==> src/rtl/iiitb_vend_ctrl.sv <==
// ============================================================================
// Module      : iiitb_vend_ctrl
// Description : Parametrised coin vending controller with credit, vend pulse,
//               coin-by-coin change handshake, cancel/refund and coin reject.
// Revision    : 1.0 - initial release
// ============================================================================
`default_nettype none

module iiitb_vend_ctrl #(
    parameter int PRICE      = 5,
    parameter int MAX_CREDIT = 20,
    parameter int CREDIT_W   = 6
) (
    input  logic                clock,
    input  logic                reset,
    input  logic                coin_valid,
    input  logic [2:0]          coin,
    input  logic                cancel,
    input  logic                change_ack,
    output logic                vend,
    output logic [2:0]          state,
    output logic [CREDIT_W-1:0] credit,
    output logic                change_valid,
    output logic [2:0]          change_coin,
    output logic                coin_reject
);

    localparam logic [2:0] S_IDLE    = 3'd0;
    localparam logic [2:0] S_COLLECT = 3'd1;
    localparam logic [2:0] S_VEND    = 3'd2;
    localparam logic [2:0] S_CHANGE  = 3'd3;

    localparam logic [2:0] C_NICKEL  = 3'b001;
    localparam logic [2:0] C_DIME    = 3'b010;
    localparam logic [2:0] C_QUARTER = 3'b101;

    localparam logic [CREDIT_W-1:0] C_PRICE = CREDIT_W'(PRICE);
    localparam logic [CREDIT_W-1:0] C_MAX   = CREDIT_W'(MAX_CREDIT);
    localparam logic [CREDIT_W-1:0] C_V1    = CREDIT_W'(1);
    localparam logic [CREDIT_W-1:0] C_V2    = CREDIT_W'(2);
    localparam logic [CREDIT_W-1:0] C_V5    = CREDIT_W'(5);

    logic [2:0]          r_state;
    logic [2:0]          w_next_state;
    logic [CREDIT_W-1:0] r_credit;
    logic [CREDIT_W-1:0] w_next_credit;
    logic                r_reject;
    logic                w_next_reject;

    logic                w_coin_ok;
    logic [CREDIT_W-1:0] w_coin_val;
    logic [CREDIT_W-1:0] w_sum;
    logic                w_accept;
    logic [CREDIT_W-1:0] w_vend_rem;
    logic [2:0]          w_chg_code;
    logic [CREDIT_W-1:0] w_chg_val;
    logic [CREDIT_W-1:0] w_chg_rem;

    // Coin decode and acceptance
    always_comb begin
        w_coin_ok  = 1'b1;
        w_coin_val = '0;
        case (coin)
            C_NICKEL:  w_coin_val = C_V1;
            C_DIME:    w_coin_val = C_V2;
            C_QUARTER: w_coin_val = C_V5;
            default:   w_coin_ok  = 1'b0;
        endcase
    end

    assign w_sum      = r_credit + w_coin_val;
    assign w_accept   = coin_valid && w_coin_ok && (w_sum <= C_MAX);
    assign w_vend_rem = r_credit - C_PRICE;

    // Largest coin that still fits in the outstanding credit
    always_comb begin
        if (r_credit >= C_V5) begin
            w_chg_code = C_QUARTER;
            w_chg_val  = C_V5;
        end else if (r_credit >= C_V2) begin
            w_chg_code = C_DIME;
            w_chg_val  = C_V2;
        end else begin
            w_chg_code = C_NICKEL;
            w_chg_val  = C_V1;
        end
    end

    assign w_chg_rem = r_credit - w_chg_val;

    always_ff @(posedge clock) begin
        if (reset) begin
            r_state  <= S_IDLE;
            r_credit <= '0;
            r_reject <= 1'b0;
        end else begin
            r_state  <= w_next_state;
            r_credit <= w_next_credit;
            r_reject <= w_next_reject;
        end
    end

    always_comb begin
        w_next_state  = r_state;
        w_next_credit = r_credit;
        w_next_reject = 1'b0;
        case (r_state)
            S_IDLE, S_COLLECT: begin
                w_next_reject = coin_valid && !w_accept;
                // A completing coin beats a same-cycle cancel
                if (w_accept && (w_sum >= C_PRICE)) begin
                    w_next_state  = S_VEND;
                    w_next_credit = w_sum;
                end else if ((r_state == S_COLLECT) && cancel) begin
                    w_next_state  = S_CHANGE;
                    w_next_credit = w_accept ? w_sum : r_credit;
                end else if (w_accept) begin
                    w_next_state  = S_COLLECT;
                    w_next_credit = w_sum;
                end
            end
            S_VEND: begin
                w_next_reject = coin_valid;
                w_next_credit = w_vend_rem;
                w_next_state  = (w_vend_rem != '0) ? S_CHANGE : S_IDLE;
            end
            S_CHANGE: begin
                w_next_reject = coin_valid;
                if (change_ack) begin
                    w_next_credit = w_chg_rem;
                    if (w_chg_rem == '0) begin
                        w_next_state = S_IDLE;
                    end
                end
            end
            default: begin
                w_next_state  = S_IDLE;
                w_next_credit = '0;
            end
        endcase
    end

    always_comb begin
        vend         = (r_state == S_VEND);
        change_valid = (r_state == S_CHANGE);
        change_coin  = (r_state == S_CHANGE) ? w_chg_code : 3'b000;
    end

    assign state       = r_state;
    assign credit      = r_credit;
    assign coin_reject = r_reject;

endmodule

`default_nettype wire

==> config.mk <==
export PLATFORM = sky130hd
export DESIGN_NAME = iiitb_vend_ctrl
export DESIGN_NICKNAME = d
export VERILOG_FILES = /design/src/rtl/iiitb_vend_ctrl.sv
export SDC_FILE = /design/constraint.sdc
export NUM_CORES = 1
export LEC_CHECK = 0
export BUFFER_PORTS_ARGS = -buffer_cell sky130_fd_sc_hd__buf_2
export CAP_MARGIN = 20
export CORE_AREA = 2 2 55 57
export DETAILED_ROUTE_END_ITERATION = 10
export DIE_AREA = 0 0 57 59
export GPL_ROUTABILITY_DRIVEN = 0
export PLACE_DENSITY = 0.68
export RECOVER_POWER = 50
export SYNTH_ARGS = -nofsm -noshare
export SYNTH_HDL_FRONTEND = slang
export SYNTH_SLANG_ARGS = --single-unit
==> constraint.sdc <==
create_clock -name clock -period 2.9 [get_ports clock]
set_input_delay 0.58 -clock clock [delete_from_list [all_inputs] [get_ports clock]]
set_output_delay 0.58 -clock clock [all_outputs]
set_load 0.01 [all_outputs]
; Word level (Yosys, flattened, before mapping)
; Index checks and enable logic that the tools add are counted.
[word_totals]
reg_bits = 10
in_bits = 8
out_inout_bits = 15
wordCells = 53
[op_classes]
n_addsub = 3
n_lt_le_gt_ge = 4
n_eq_ne = 10
muxes = 19
n_reduce_logical = 14
[op_table]
columns = operator, count
row1 = 2-to-1 mux 3 bit, 8
row2 = 2-to-1 mux 6 bit, 3
row3 = case mux 3 bit (3 select lines), 2
row4 = case mux 6 bit (3 select lines), 1
row5 = greater-or-equal comparator 6 x 3 -> 1 bit (second input constant), 2
row6 = == test 3 x 2 -> 1 bit (second input constant), 3
row7 = adder 6 bit, 1
row8 = == test 3 x 1 -> 1 bit (second input constant), 2
row9 = greater-or-equal comparator 6 x 2 -> 1 bit (second input constant), 1
row10 = less-or-equal comparator 6 x 5 -> 1 bit (second input constant), 1
row11 = zero test 6 bit, 1
row12 = 2-to-1 mux 2 bit, 3
row13 = nonzero test 6 bit, 1
row14 = subtractor 6 x 3 -> 6 bit (second input constant), 1
row15 = subtractor 6 bit, 1
row16 = logical AND 1 bit, 5
row17 = inequality test 4 bit (second input constant), 1
row18 = OR reduction 2 bit, 2
row19 = == test 3 bit (second input constant), 1
row20 = zero test 3 bit, 1
row21 = inequality test 3 bit (second input constant), 1
row22 = AND reduction 3 bit, 1
row23 = OR reduction 3 bit, 1
row24 = inequality test 2 x 1 -> 1 bit (second input constant), 1
row25 = other kinds (5), 5

; Longest topological paths before layout
[logic_depth]
depth_word = 9
ltp_mapped = 14
depth_no_buf = 14

; Least setup slack after synthesis
; OpenSTA, ideal clock, no wires.
[synth_path]
path_kind = flip-flop to flip-flop
from = register r_credit[1], in the netlist credit[1]
to = register r_credit[4], in the netlist credit[4]
setup_ns = 0.121
arrival_ns = 3.043
setup_slack_ns = -0.264
path_stages_with_launch = 15
path_buffers = 0
synth_period_minus_slack_ns = 3.164
path_cell_list = dfxtp_1 inv_1 ha_1 nand2b_1 a21oi_1 o31ai_1 ha_1 inv_1 fa_1 and2_1 o21ai_0 nor4b_1 o22ai_1 a21oi_1 mux2_2
[synth_between]
elab_chain_len = 6
[synth_lines]
columns = element, line_no
row1 = "start, declared", 45  ; logic [CREDIT_W-1:0] r_credit;
row2 = "start signal, assigned", 98  ; r_credit <= w_next_credit;
row3 = greater-or-equal comparator 6 x 2 -> 1 bit or adder 6 bit (tied branches), "80, 71"
row4 = 2-to-1 mux 2 bit or less-or-equal comparator 6 x 5 -> 1 bit (tied branches), "80, 72"
row5 = 2-to-1 mux 3 bit or logical AND 1 bit (tied branches), "77, 72"
row6 = subtractor 6 bit or logical AND 1 bit (tied branches), "89, 111"
row7 = 2-to-1 mux 6 bit (tied with other cells), 129  ; if (change_ack) begin
row8 = case mux 6 bit (3 select lines) or AND reduction 2 bit (tied branches), n/a
; Several ways; a longest one is shown, not always the timed one. The select of a mux whose other input is x is not followed.
; A chain may end at the register's enable or synchronous reset.

; Final worst setup path
[layout_path]
from = register r_credit[0], in the netlist credit[0]
to = register r_credit[3], in the netlist credit[3]
; Same word-level chain as after synthesis.

==> impl_metrics.env <==
export IMPL_numCtsBuffers=3
export IMPL_ir_worst_vdd_mv=0.6838
export IMPL_clock_skew_ns=0.0007506
export IMPL_cellPowerDensity_nw_per_um2=1048
export IMPL_synth_top_area_cell="dfxtp_1"
export IMPL_cts_root_buf="clkbuf_4"
export IMPL_synth_enable_flop_cells=0
export IMPL_cp_end_kind="register"
export IMPL_cap_violations=0
export IMPL_vias_per_cell=5.733
export IMPL_finalNonFillerCells=232
export IMPL_num_vias=1330
export IMPL_hold_class="in -> reg"
export IMPL_hold_viol=0
export IMPL_cp_max_fo=3
export IMPL_yosys_top_cells_count="inv_1, nor2_1, ha_1, o21ai_0, dfxtp_1"
export IMPL_yosysSeqAreaShare_pct=14.94
export IMPL_r2r_start="credit[0]"
export IMPL_dieWidth_um=57
export IMPL_synth_area_um2=1206
export IMPL_first_global_vias=1280
export IMPL_synth_seq_cells=9
export IMPL_clk_latency_ns=0.28
export IMPL_setup_violations=0
export IMPL_grt_max_degree=15
export IMPL_routedWlPerCell_um=15.70
export IMPL_clockBufferDepth=2
export IMPL_placed_cell_area_um2=1511
export IMPL_coreArea_um2=2710
export IMPL_synth_distinct_cells=48
export IMPL_io_pins=23
export IMPL_path_clk_slew_ns=0.07
export IMPL_stdcell_area_um2=1664
export IMPL_cts_tree="done"
export IMPL_firstDrtPassIters=4
export IMPL_finalSetupTns_ns=0
export IMPL_grt_total_usage_pct=22.16
export IMPL_total_leakage_power_nw=0.7235
export IMPL_die_area_um2=3363
export IMPL_path_class="reg -> reg"
export IMPL_max_freq_mhz=357.1
export IMPL_rows=19
export IMPL_period_needed_ns=2.801
export IMPL_syn_num_nets=176
export IMPL_io_buffers=21
export IMPL_cp_required_ns=3.06
export IMPL_ctsHtreeMaxLevel=1
export IMPL_synth_cells=156
export IMPL_gr_total_overflow=0
export IMPL_critical_path_arrival_ns=2.97
export IMPL_drc=0
export IMPL_maxSlewViolCount=0
export IMPL_run_status="finished clean"
export IMPL_drive_gt1_share_pct=38.81
export IMPL_cts_sinks=9
export IMPL_fillerInstances=261
export IMPL_areaGrowthSynthToFinish_pct=37.97
export IMPL_synth_async_reset_ratio_pct=0
export IMPL_min_from="coin_valid"
export IMPL_synth_area_leaders="dfxtp_1, ha_1, inv_1"
export IMPL_hpwl_um=2669
export IMPL_synth_top_area_share_pct=14.94
export IMPL_startpoint="credit[0]"
export IMPL_place_inst=224
export IMPL_postRouteAntennaNets=0
export IMPL_maxSlewHeadroom_pct=64.01
export IMPL_fp_dieH_um=59
export IMPL_antenna_cells=0
export IMPL_drt_iter0_drc=63
export IMPL_routed_wl_um=3642
export IMPL_num_nets_final=222
export IMPL_critPathLaunchType="register"
export IMPL_cts_hold_buf=0
export IMPL_ys_flop_type="dfxtp_1"
export IMPL_finalCritPeriodShare_pct=96.57
export IMPL_tightest_slew_ns=0.5329
export IMPL_grt_pass1_wl_um=5692
export IMPL_antenna_found_initial=0
export IMPL_yosysWarnings=0
export IMPL_start_util_pct=44.51
export IMPL_avgSynthCellArea_um2=7.732
[worst paths after layout]
kind	end	slack, ns	cells past startpoint
worst max-delay path	credit[3]	0.1	13
worst min-delay path	coin_reject	0.56	2
worst max register to register	credit[3]	0.1	13
worst min register to register	credit[0]	0.61	3
[sequential cells by signal, summed over array words and instances (netlist names)]
register / cells
credit: 6
state: 2
coin_reject: 1
[final cells by class]
| type | count | area [um2] | share of cell area [%] |
|---|---|---|---|
| sequential | 9 | 185.2 | 11.13 |
| inverter | 14 | 52.55 | 3.158 |
| tap | 31 | 38.79 | 2.331 |
| clock buffer | 4 | 26.28 | 1.579 |
| timing repair buffer | 50 | 312.8 | 18.80 |
| multi-input combinational | 124 | 1049 | 63.01 |
[per-stage QoR]
stage	setup WS, ns	power [mW]	utilization [%]	hold WS [ns]
after CTS	0.04118	1.497	57.20	0.5580
after global placement	-0.09563	1.319	55.77	0.6251
after floorplan	-0.04452	0.9619	-	0.5763
after global routing	-0.02674	1.906	61.40	0.5553
after detailed placement	-0.1387	1.356	55.77	0.6349
final	0.09950	1.744	61.40	0.5574
[power by group]
group / switching [mW] / leakage, nW / internal, mW
logic: 0.695 / 0.634 / 0.697
registers: 0.0790 / 0.0747 / 0.165
clock network: 0.0537 / 0.0150 / 0.0534
[kinds of logic (layout without fill, tap and decap cells)]
logic type               count (synthesis)  in the layout  synth area share [%]
AO/OA/AOI/OAI                           49             49                 28.74
XOR/XNOR                                 6              6                 4.357
adder cells (fa/ha/maj)                 12             12                 13.69
buffers and inverters                   23             68                 7.572
flip-flops                               9              9                 14.94
multiplexers                             7              7                 6.328
other                                    1              1                0.3109
AND/OR/NAND/NOR                         49             49                 24.07
[routing by layer]
layer	up-vias	wire, um	track usage (%)
li1	655	-	-
met1	608	1479	26.21
met2	58	1865	40.39
met3	9	209	2.402
met4	0	88	9.967
met5	-	0	0
[repair_timing]
action	4_1_cts	5_1_grt
hold endpoints to repair	0	0
pin swaps	0	10
resized for setup	2	22
setup buffers	0	4
setup endpoints to repair	1	4
[critical path: stages (launching register included)]
cell,delay (ns)
dfxtp_2,0.33
buf_4,0.14
ha_1,0.18
nand2b_4,0.14
a21oi_4,0.15
o31ai_4,0.11
buf_6,0.13
ha_4,0.20
nor2b_4,0.12
o211ai_1,0.21
nand2_1,0.13
mux2_4,0.28
a211oi_2,0.22
mux2_1,0.34
[cell usage in the layout (no fill, tap or decap), types with 2 or more instances in the layout]
cell      synthesis  final
o21ai_0          10      9
or3_1             2      2
a21o_1            4      4
nor2b_4           0      2
a31o_2            2      2
buf_4             1     26
dfxtp_1           9      7
inv_1            14     13
nand2b_1          3      2
fa_2              0      2
nor2_1           14     13
xnor2_1           2      2
mux2_2            4      3
ha_1             10      5
mux2i_1           2      2
a31oi_1           2      2
xor2_1            4      3
nand3_1           3      3
nor4bb_1          2      2
and2_1            4      4
nor2b_1           5      3
a21oi_1           8      7
a32o_1            2      2
nor3_1            3      3
buf_2             1     16
o211ai_1          3      3
clkbuf_4          0      3
a211oi_1          5      5
ha_2              0      4
nor3b_1           3      2
clkbuf_1          6      8
nand2_1           5      5
No activity file was read; power rests on OpenSTA's default activity.
